===== src/rtl/morse_pkg.sv =====
// Shared FSM state type and Morse timing ratios for the straight-key decoder.
package morse_pkg;

    typedef enum logic [1:0] {
        ST_IDLE,
        ST_MARK,
        ST_GAP,
        ST_WORD
    } morse_state_t;

    localparam int unsigned DASH_UNITS       = 2;
    localparam int unsigned LETTER_GAP_UNITS = 3;
    localparam int unsigned WORD_GAP_UNITS   = 7;
    localparam int unsigned MAX_ELEMENTS     = 5;

endpackage


===== src/rtl/key_debouncer.sv =====
// Two-flop synchronizer followed by a stable-count debouncer for the raw key contact.
module key_debouncer #(
    parameter int unsigned DEBOUNCE_CYCLES = 16
) (
    input  logic clk,
    input  logic reset,
    input  logic key,
    output logic key_db
);

    localparam int unsigned CW = (DEBOUNCE_CYCLES > 1) ? $clog2(DEBOUNCE_CYCLES) : 1;
    localparam logic [CW-1:0] CNT_LAST = CW'(DEBOUNCE_CYCLES - 1);

    logic          sync1;
    logic          sync2;
    logic [CW-1:0] stable_cnt;

    // key_db follows sync2 once it has disagreed for DEBOUNCE_CYCLES edges in a row
    always_ff @(posedge clk) begin
        if (reset) begin
            sync1      <= 1'b0;
            sync2      <= 1'b0;
            key_db     <= 1'b0;
            stable_cnt <= '0;
        end else begin
            sync1 <= key;
            sync2 <= sync1;
            if (sync2 == key_db) begin
                stable_cnt <= '0;
            end else if (stable_cnt == CNT_LAST) begin
                key_db     <= sync2;
                stable_cnt <= '0;
            end else begin
                stable_cnt <= stable_cnt + 1'b1;
            end
        end
    end

endmodule


===== src/rtl/morse_key_decoder.sv =====
// Straight-key Morse decoder: classifies debounced marks and gaps into
// Dot/Dash/EndSeq/Space pulses, with Error when a letter overflows.
module morse_key_decoder
    import morse_pkg::*;
#(
    parameter int unsigned UNIT_CYCLES     = 1000,
    parameter int unsigned DEBOUNCE_CYCLES = 16
) (
    input  logic Clk,
    input  logic Reset,
    input  logic Key,
    output logic Dot,
    output logic Dash,
    output logic EndSeq,
    output logic Space,
    output logic Error
);

    localparam int unsigned DASH_LEN   = DASH_UNITS * UNIT_CYCLES;
    localparam int unsigned LETTER_GAP = LETTER_GAP_UNITS * UNIT_CYCLES;
    localparam int unsigned WORD_GAP   = WORD_GAP_UNITS * UNIT_CYCLES;
    localparam int unsigned MW = $clog2(DASH_LEN + 1);
    localparam int unsigned GW = $clog2(WORD_GAP + 1);
    localparam int unsigned EW = $clog2(MAX_ELEMENTS + 1);

    localparam logic [MW-1:0] MARK_SAT   = MW'(DASH_LEN);
    localparam logic [GW-1:0] GAP_LETTER = GW'(LETTER_GAP);
    localparam logic [GW-1:0] GAP_WORD   = GW'(WORD_GAP);
    localparam logic [EW-1:0] ELEM_FULL  = EW'(MAX_ELEMENTS);

    logic          key_db;
    morse_state_t  state, state_nx;
    logic [MW-1:0] mark_cnt, mark_nx;
    logic [GW-1:0] gap_cnt, gap_nx;
    logic [EW-1:0] elem_cnt, elem_nx;
    logic          dot_nx, dash_nx, endseq_nx, space_nx, error_nx;

    key_debouncer #(
        .DEBOUNCE_CYCLES(DEBOUNCE_CYCLES)
    ) u_debounce (
        .clk   (Clk),
        .reset (Reset),
        .key   (Key),
        .key_db(key_db)
    );

    // gap_cnt holds the count for the current cycle; the release cycle is 1, so it loads 2
    always_comb begin
        state_nx  = state;
        mark_nx   = mark_cnt;
        gap_nx    = gap_cnt;
        elem_nx   = elem_cnt;
        dot_nx    = 1'b0;
        dash_nx   = 1'b0;
        endseq_nx = 1'b0;
        space_nx  = 1'b0;
        error_nx  = 1'b0;
        unique case (state)
            ST_IDLE: begin
                gap_nx = '0;
                if (key_db) begin
                    state_nx = ST_MARK;
                    mark_nx  = MW'(1);
                end
            end
            ST_MARK: begin
                if (key_db) begin
                    if (mark_cnt != MARK_SAT) mark_nx = mark_cnt + 1'b1;
                end else begin
                    state_nx = ST_GAP;
                    gap_nx   = GW'(2);
                    if (elem_cnt == ELEM_FULL) begin
                        error_nx = 1'b1;
                    end else begin
                        elem_nx = elem_cnt + 1'b1;
                        if (mark_cnt < MARK_SAT) dot_nx  = 1'b1;
                        else                     dash_nx = 1'b1;
                    end
                end
            end
            ST_GAP: begin
                if (key_db) begin
                    state_nx = ST_MARK;
                    mark_nx  = MW'(1);
                end else if (gap_cnt == GAP_LETTER) begin
                    endseq_nx = 1'b1;
                    elem_nx   = '0;
                    state_nx  = ST_WORD;
                    gap_nx    = gap_cnt + 1'b1;
                end else begin
                    gap_nx = gap_cnt + 1'b1;
                end
            end
            ST_WORD: begin
                if (key_db) begin
                    state_nx = ST_MARK;
                    mark_nx  = MW'(1);
                end else if (gap_cnt == GAP_WORD) begin
                    space_nx = 1'b1;
                    state_nx = ST_IDLE;
                    gap_nx   = '0;
                end else begin
                    gap_nx = gap_cnt + 1'b1;
                end
            end
        endcase
    end

    always_ff @(posedge Clk) begin
        if (Reset) begin
            state    <= ST_IDLE;
            mark_cnt <= '0;
            gap_cnt  <= '0;
            elem_cnt <= '0;
            Dot      <= 1'b0;
            Dash     <= 1'b0;
            EndSeq   <= 1'b0;
            Space    <= 1'b0;
            Error    <= 1'b0;
        end else begin
            state    <= state_nx;
            mark_cnt <= mark_nx;
            gap_cnt  <= gap_nx;
            elem_cnt <= elem_nx;
            Dot      <= dot_nx;
            Dash     <= dash_nx;
            EndSeq   <= endseq_nx;
            Space    <= space_nx;
            Error    <= error_nx;
        end
    end

endmodule


===== config.mk =====
export PLATFORM = sky130hd
export DESIGN_NAME = morse_key_decoder
export DESIGN_NICKNAME = d
export VERILOG_FILES = /design/src/rtl/morse_pkg.sv /design/src/rtl/key_debouncer.sv /design/src/rtl/morse_key_decoder.sv
export SDC_FILE = /design/constraint.sdc
export NUM_CORES = 1
export LEC_CHECK = 0
export CAP_MARGIN = 20
export CORE_ASPECT_RATIO = 0.9
export CORE_MARGIN = 4
export CORE_UTILIZATION = 46
export CTS_CLUSTER_DIAMETER = 60
export DETAILED_ROUTE_END_ITERATION = 16
export PLACE_DENSITY = 0.62
export SETUP_SLACK_MARGIN = 0.2
export SYNTH_ARGS = -nofsm -noshare
export SYNTH_HDL_FRONTEND = slang
export SYNTH_SLANG_ARGS = --single-unit

===== constraint.sdc =====
create_clock -name Clk -period 1.55 [get_ports Clk]
set_input_delay 0.3875 -clock Clk [delete_from_list [all_inputs] [get_ports Clk]]
set_output_delay 0.3875 -clock Clk [all_outputs]
set_load 0.05 [all_outputs]

---- Yosys cells after proc, flatten, opt, wreduce, memory -nomap -nowiden ----
Index checks and enable logic that the tools add are counted.
word-level totals
  flip-flop bits (word level) ............. 41
  output and inout port bits .............. 5
  logic and storage cells ................. 81
operators by class
  bitwise logic cells ..................... 4
  reduce and logical (&&, ||, !) cells .... 13
  equality and inequality tests ........... 20
  add/sub/neg operators ................... 4
  order comparisons ....................... 1
  muxes and demuxes ....................... 26
operators with widths
  kind                     number
  $mux W13                 4
  $pmux W13 S4             1
  $mux W11                 3
  $pmux W11 S2             1
  $reduce_or A3 Y1         5
  $add A13 B1 Y13 const B  1
  $eq A13 B12 Y1 const B   1
  $eq A13 B13 Y1 const B   1
  $mux W2                  6
  $mux W3                  4
  $ne A2 B2 Y1 const B     6
  $add A11 B1 Y11 const B  1
  $lt A11 B11 Y1 const B   1
  $ne A11 B11 Y1 const B   1
  $pmux W2 S4              1
  $ne A2 B1 Y1 const B     3
  $ne A3 B2 Y1 const B     2
  $pmux W3 S2              1
  $reduce_and A3 Y1        2
  $mux W1                  5
  $reduce_and A5 Y1        1
  $add A4 B1 Y4 const B    1
  $eq A2 B2 Y1 const B     2
  $eq A4 B4 Y1 const B     1
  10 further kinds         13

---- Logic depth before layout (Yosys ltp) ----
  depth after elaboration ................. 4
  gate-level depth with buffers ........... 7

---- Hierarchy ----
From an unflattened synthesis, not the netlist that was laid out.
second synthesis, totals
  cells, all modules ...................... 215
  area, all modules ....................... 2039.5 µm²
modules (own cells, without submodules)
  module             cells an instance  area an instance (µm²)  times used
  morse_key_decoder  192                1788.0                  1
  key_debouncer      23                 251.5                   1

---- Least setup slack after synthesis ----
No wires, ideal clock.
  kind .................................... register -> register
  start point ............................. register gap_cnt[1]
  end point ............................... register elem_cnt[1]
  cell stages (with the launch flop) ...... 7
  clock period less this slack ............ 1.530 ns
  setup slack ............................. 0.020 ns
  data arrival time ....................... 1.407 ns
  required time ........................... 1.427 ns
  library setup time ...................... 0.123 ns
  path through ............................ dfxtp_1 inv_1 ha_1 and4b_4 nand4_4 a21oi_1 mux2_1
on the way
  word-level cells in the longest chain between the ends .. 3
RTL lines
  element                      RTL line                  source
  start, declared              morse_key_decoder.sv:34   logic [GW-1:0] gap_cnt, gap_nx;
  start signal, assigned       morse_key_decoder.sv:123  gap_cnt <= gap_nx;
  $eq A13 B12 Y1               morse_key_decoder.sv:85   end else if (gap_cnt == GAP_LETTER) begin
  $ne A2 B2 Y1 (no line)       -
  $reduce_and A5 Y1 (no line)  -
  end signal, assigned         morse_key_decoder.sv:124  elem_cnt <= elem_nx;
  end, declared                morse_key_decoder.sv:35   logic [EW-1:0] elem_cnt, elem_nx;
No other way between the ends.
A chain may end at the register's enable or synchronous reset.

---- Worst setup path after layout ----
  start point ............................. register gap_cnt[0]
  end point ............................... register elem_cnt[1]
Same word-level chain as after synthesis.

==> results.cfg <==
[floorplan]
dieArea_um2 = 5700
die_w_um = 79.2
coreArea_um2 = 4430
io_pins = 8
die_h_um = 72.0
std_cell_rows = 23
initial_core_util_pct = 47.3

[timing]
tightest_slew_ns = 0.370
fin_crit_sh_pct = 102
setup_viol = 1
hold_viol = 0
fin_crit_ns = 1.58
fin_skew_ns = 0.00483
slew_headroom_pct = 75.2
setup_tns_ns = -0.0309
rsz0062_at_grt = yes
fmax_mhz = 633
setup_ws_ns = -0.0309
finalMaxSlewViolations = 0
holdWs_ns = 0.426

[run]
drv_cap = 0

[clock_network]
cts_tree = done
clockRootBuffer = clkbuf_8
insertion_delay_ns = 0.29
htree_levels = 2
numCtsBuffers = 5
clkSinkCount = 41
clk_pin_slew_ns = 0.08
clock_tree.buffer_depth = 2

[synthesis]
yosys.cell_count.top_type = dfxtp_1
yosysTopAreaCell = dfxtp_1
syn-num-nets = 243
synthesis.area_um2 = 2100
synth.top_cells.by_count = 41 x dfxtp_1, 19 x nor2_1, 15 x nand2_1
postSynthRegisterBits = 41
ys_warn_count = 0
ys_seq_area_share_pct = 39.2
synth_top_flop_cell = dfxtp_1
yosys-top-cells-area = dfxtp_1 39%, ha_1 4.2%, nor2_1 3.4%
synth_top_area_share_pct = 39.2
synth_cell_types = 51
synth_cells = 233
syn_avg_cell_area_um2 = 8.99
synth-async-reset-ratio_pct = 0
synth_edf_count = 0

[power]
p_switching_mw = 0.385
p_int_mw = 1.60
ir_worst_vdd_uv = 434
power_frac_comb_pct = 2.1
seq_power_share_pct = 53.2
clock_power_share_pct = 44.7
power_density_nw_per_um2 = 688
leakage_nw = 1.11
swShare_pct = 19.4

[detailed_routing]
via_per_inst = 5.46
drt-total-wl_um = 4880
wl_per_cell_um = 14.3
drt_iter0_drc = 69
first_pass_iters = 4
vias = 1861
ant_nets = 0
drc = 0

[grt]
grtUsageTotal_pct = 17.2
grt_pass1_wl_um = 7730
grt_overflow = 0
antenna_found_initial = 0
grt_max_degree = 16
grt_pass1_vias = 1715

[place]
dp.cells = 322
place.port_buffers = 7
dpl.hpwl_um = 3290
gp_congestion = 0.855

[layout]
fin_nets = 288
diodes = 0
final_core_util_pct = 65.1
fin_cells = 341
area_growth_pct = 37.6
fillers = 370
drive_gt1_share_pct = 35.5

[critical_path]
critPathRequiredTime_ns = 1.74
cp-end-kind = flip-flop
cp-start-kind = flip-flop
cp_max_fo = 3
worstSetupPathType = reg -> reg
cp.arrival_ns = 1.77

[outcome]
status = complete, but fails checks
violations = negative setup slack

[worst_hold_path]
min_path_type = in -> reg
power by group through the flow:
stage	sequential, mW	combinational [mW]	clock (mW)
3_3_place_gp	1.08	0.0337	0
6_report	1.06	0.0420	0.888
5_1_grt	1.06	0.0452	0.953
4_1_cts	1.06	0.0356	0.911
2_1_floorplan	1.08	0.0179	0
3_5_place_dp	1.08	0.0334	0
cell families after synthesis:
logic type / Yosys count / share of synthesized area, %
buffers and inverters: 20 / 5.25
AO/OA/AOI/OAI: 41 / 12.5
flip-flops: 41 / 39.2
XOR/XNOR: 12 / 5.01
adder cells (fa/ha/maj): 7 / 4.18
multiplexers: 4 / 2.03
AND/OR/NAND/NOR: 108 / 31.9
worst paths after layout:
check / startpoint / end / slack (ns) / depth (start not counted)
hold reg to reg: u_debounce.sync1 / u_debounce.sync2 / 0.45 / 1
hold / removal: Reset / u_debounce.key_db / 0.43 / 3
setup / recovery: gap_cnt[0] / elem_cnt[1] / -0.03 / 7
setup reg to reg: gap_cnt[0] / elem_cnt[1] / -0.03 / 7
metal layers:
metal | wire length [µm] | share of wire (%) | GRT usage [%] | up-vias
li1 | - | - | - | 939
met1 | 2200 | 45 | 21.1 | 881
met2 | 2470 | 51 | 30.0 | 33
met3 | 134 | 2.7 | 3.35 | 8
met4 | 76 | 1.6 | 6.68 | 0
met5 | 0 | 0 | 0 | -
sequential cells by signal, summed over array words and instances, names as in the netlist:
register	flops
Space	1
u_debounce.sync2	1
state	2
u_debounce.sync1	1
mark_cnt	11
Dot	1
Dash	1
elem_cnt	3
u_debounce.stable_cnt	4
u_debounce.key_db	1
Error	1
EndSeq	1
gap_cnt	13
what timing repair did:
action                                 in CTS  in global routing
setup endpoints to repair                  30                 34
setup buffers                               8                  3
endpoints found under the hold margin       0                  0
resized for setup                          29                 17
pin swaps                                  13                  6
hold buffers                                0                  0
through the flow:
stage	worst slack (ns)	total power [mW]	cell area (µm²)
final	-0.0309	1.99	2880
after global routing	-0.0915	2.05	2880
after CTS	-0.0390	2.00	2750
after detailed placement	-0.339	1.12	2480
after global placement	-0.314	1.12	2480
after floorplan	0.0803	1.10	2110
critical path: stages (launching register included):
cell     delay (ns)
dfxtp_2        0.33
inv_2          0.08
ha_4           0.13
and4b_4        0.28
buf_12         0.11
nand4_4        0.07
a21oi_2        0.16
mux2_4         0.31
cell type report:
class / instances / area, µm² / share of cell area [%]
clock inverters: 1 / 30.0 / 1.04
well taps: 62 / 77.6 / 2.69
clock buffers: 7 / 86.3 / 2.99
inverters: 9 / 33.8 / 1.17
flip-flops and latches: 41 / 832 / 28.9
repair buffers: 49 / 484 / 16.8
multi-input cells: 172 / 1340 / 46.5
placed cells by master, fill, tap and decap left out, types with 3 or more instances in the layout:
| cell | n |
|---|---|
| a21o_1 | 3 |
| a21oi_1 | 11 |
| a31oi_1 | 7 |
| a31oi_4 | 3 |
| and3_1 | 4 |
| and4_1 | 4 |
| buf_12 | 6 |
| buf_4 | 33 |
| buf_6 | 7 |
| clkbuf_8 | 6 |
| dfxtp_1 | 34 |
| dfxtp_2 | 6 |
| ha_1 | 4 |
| inv_1 | 7 |
| nand2_1 | 14 |
| nand2b_1 | 3 |
| nand3_1 | 13 |
| nand4_1 | 10 |
| nor2_1 | 19 |
| nor2b_1 | 4 |
| nor3_2 | 3 |
| o21ai_1 | 3 |
| xnor2_1 | 4 |
| xor2_1 | 8 |
(Power assumes the default switching activity.)
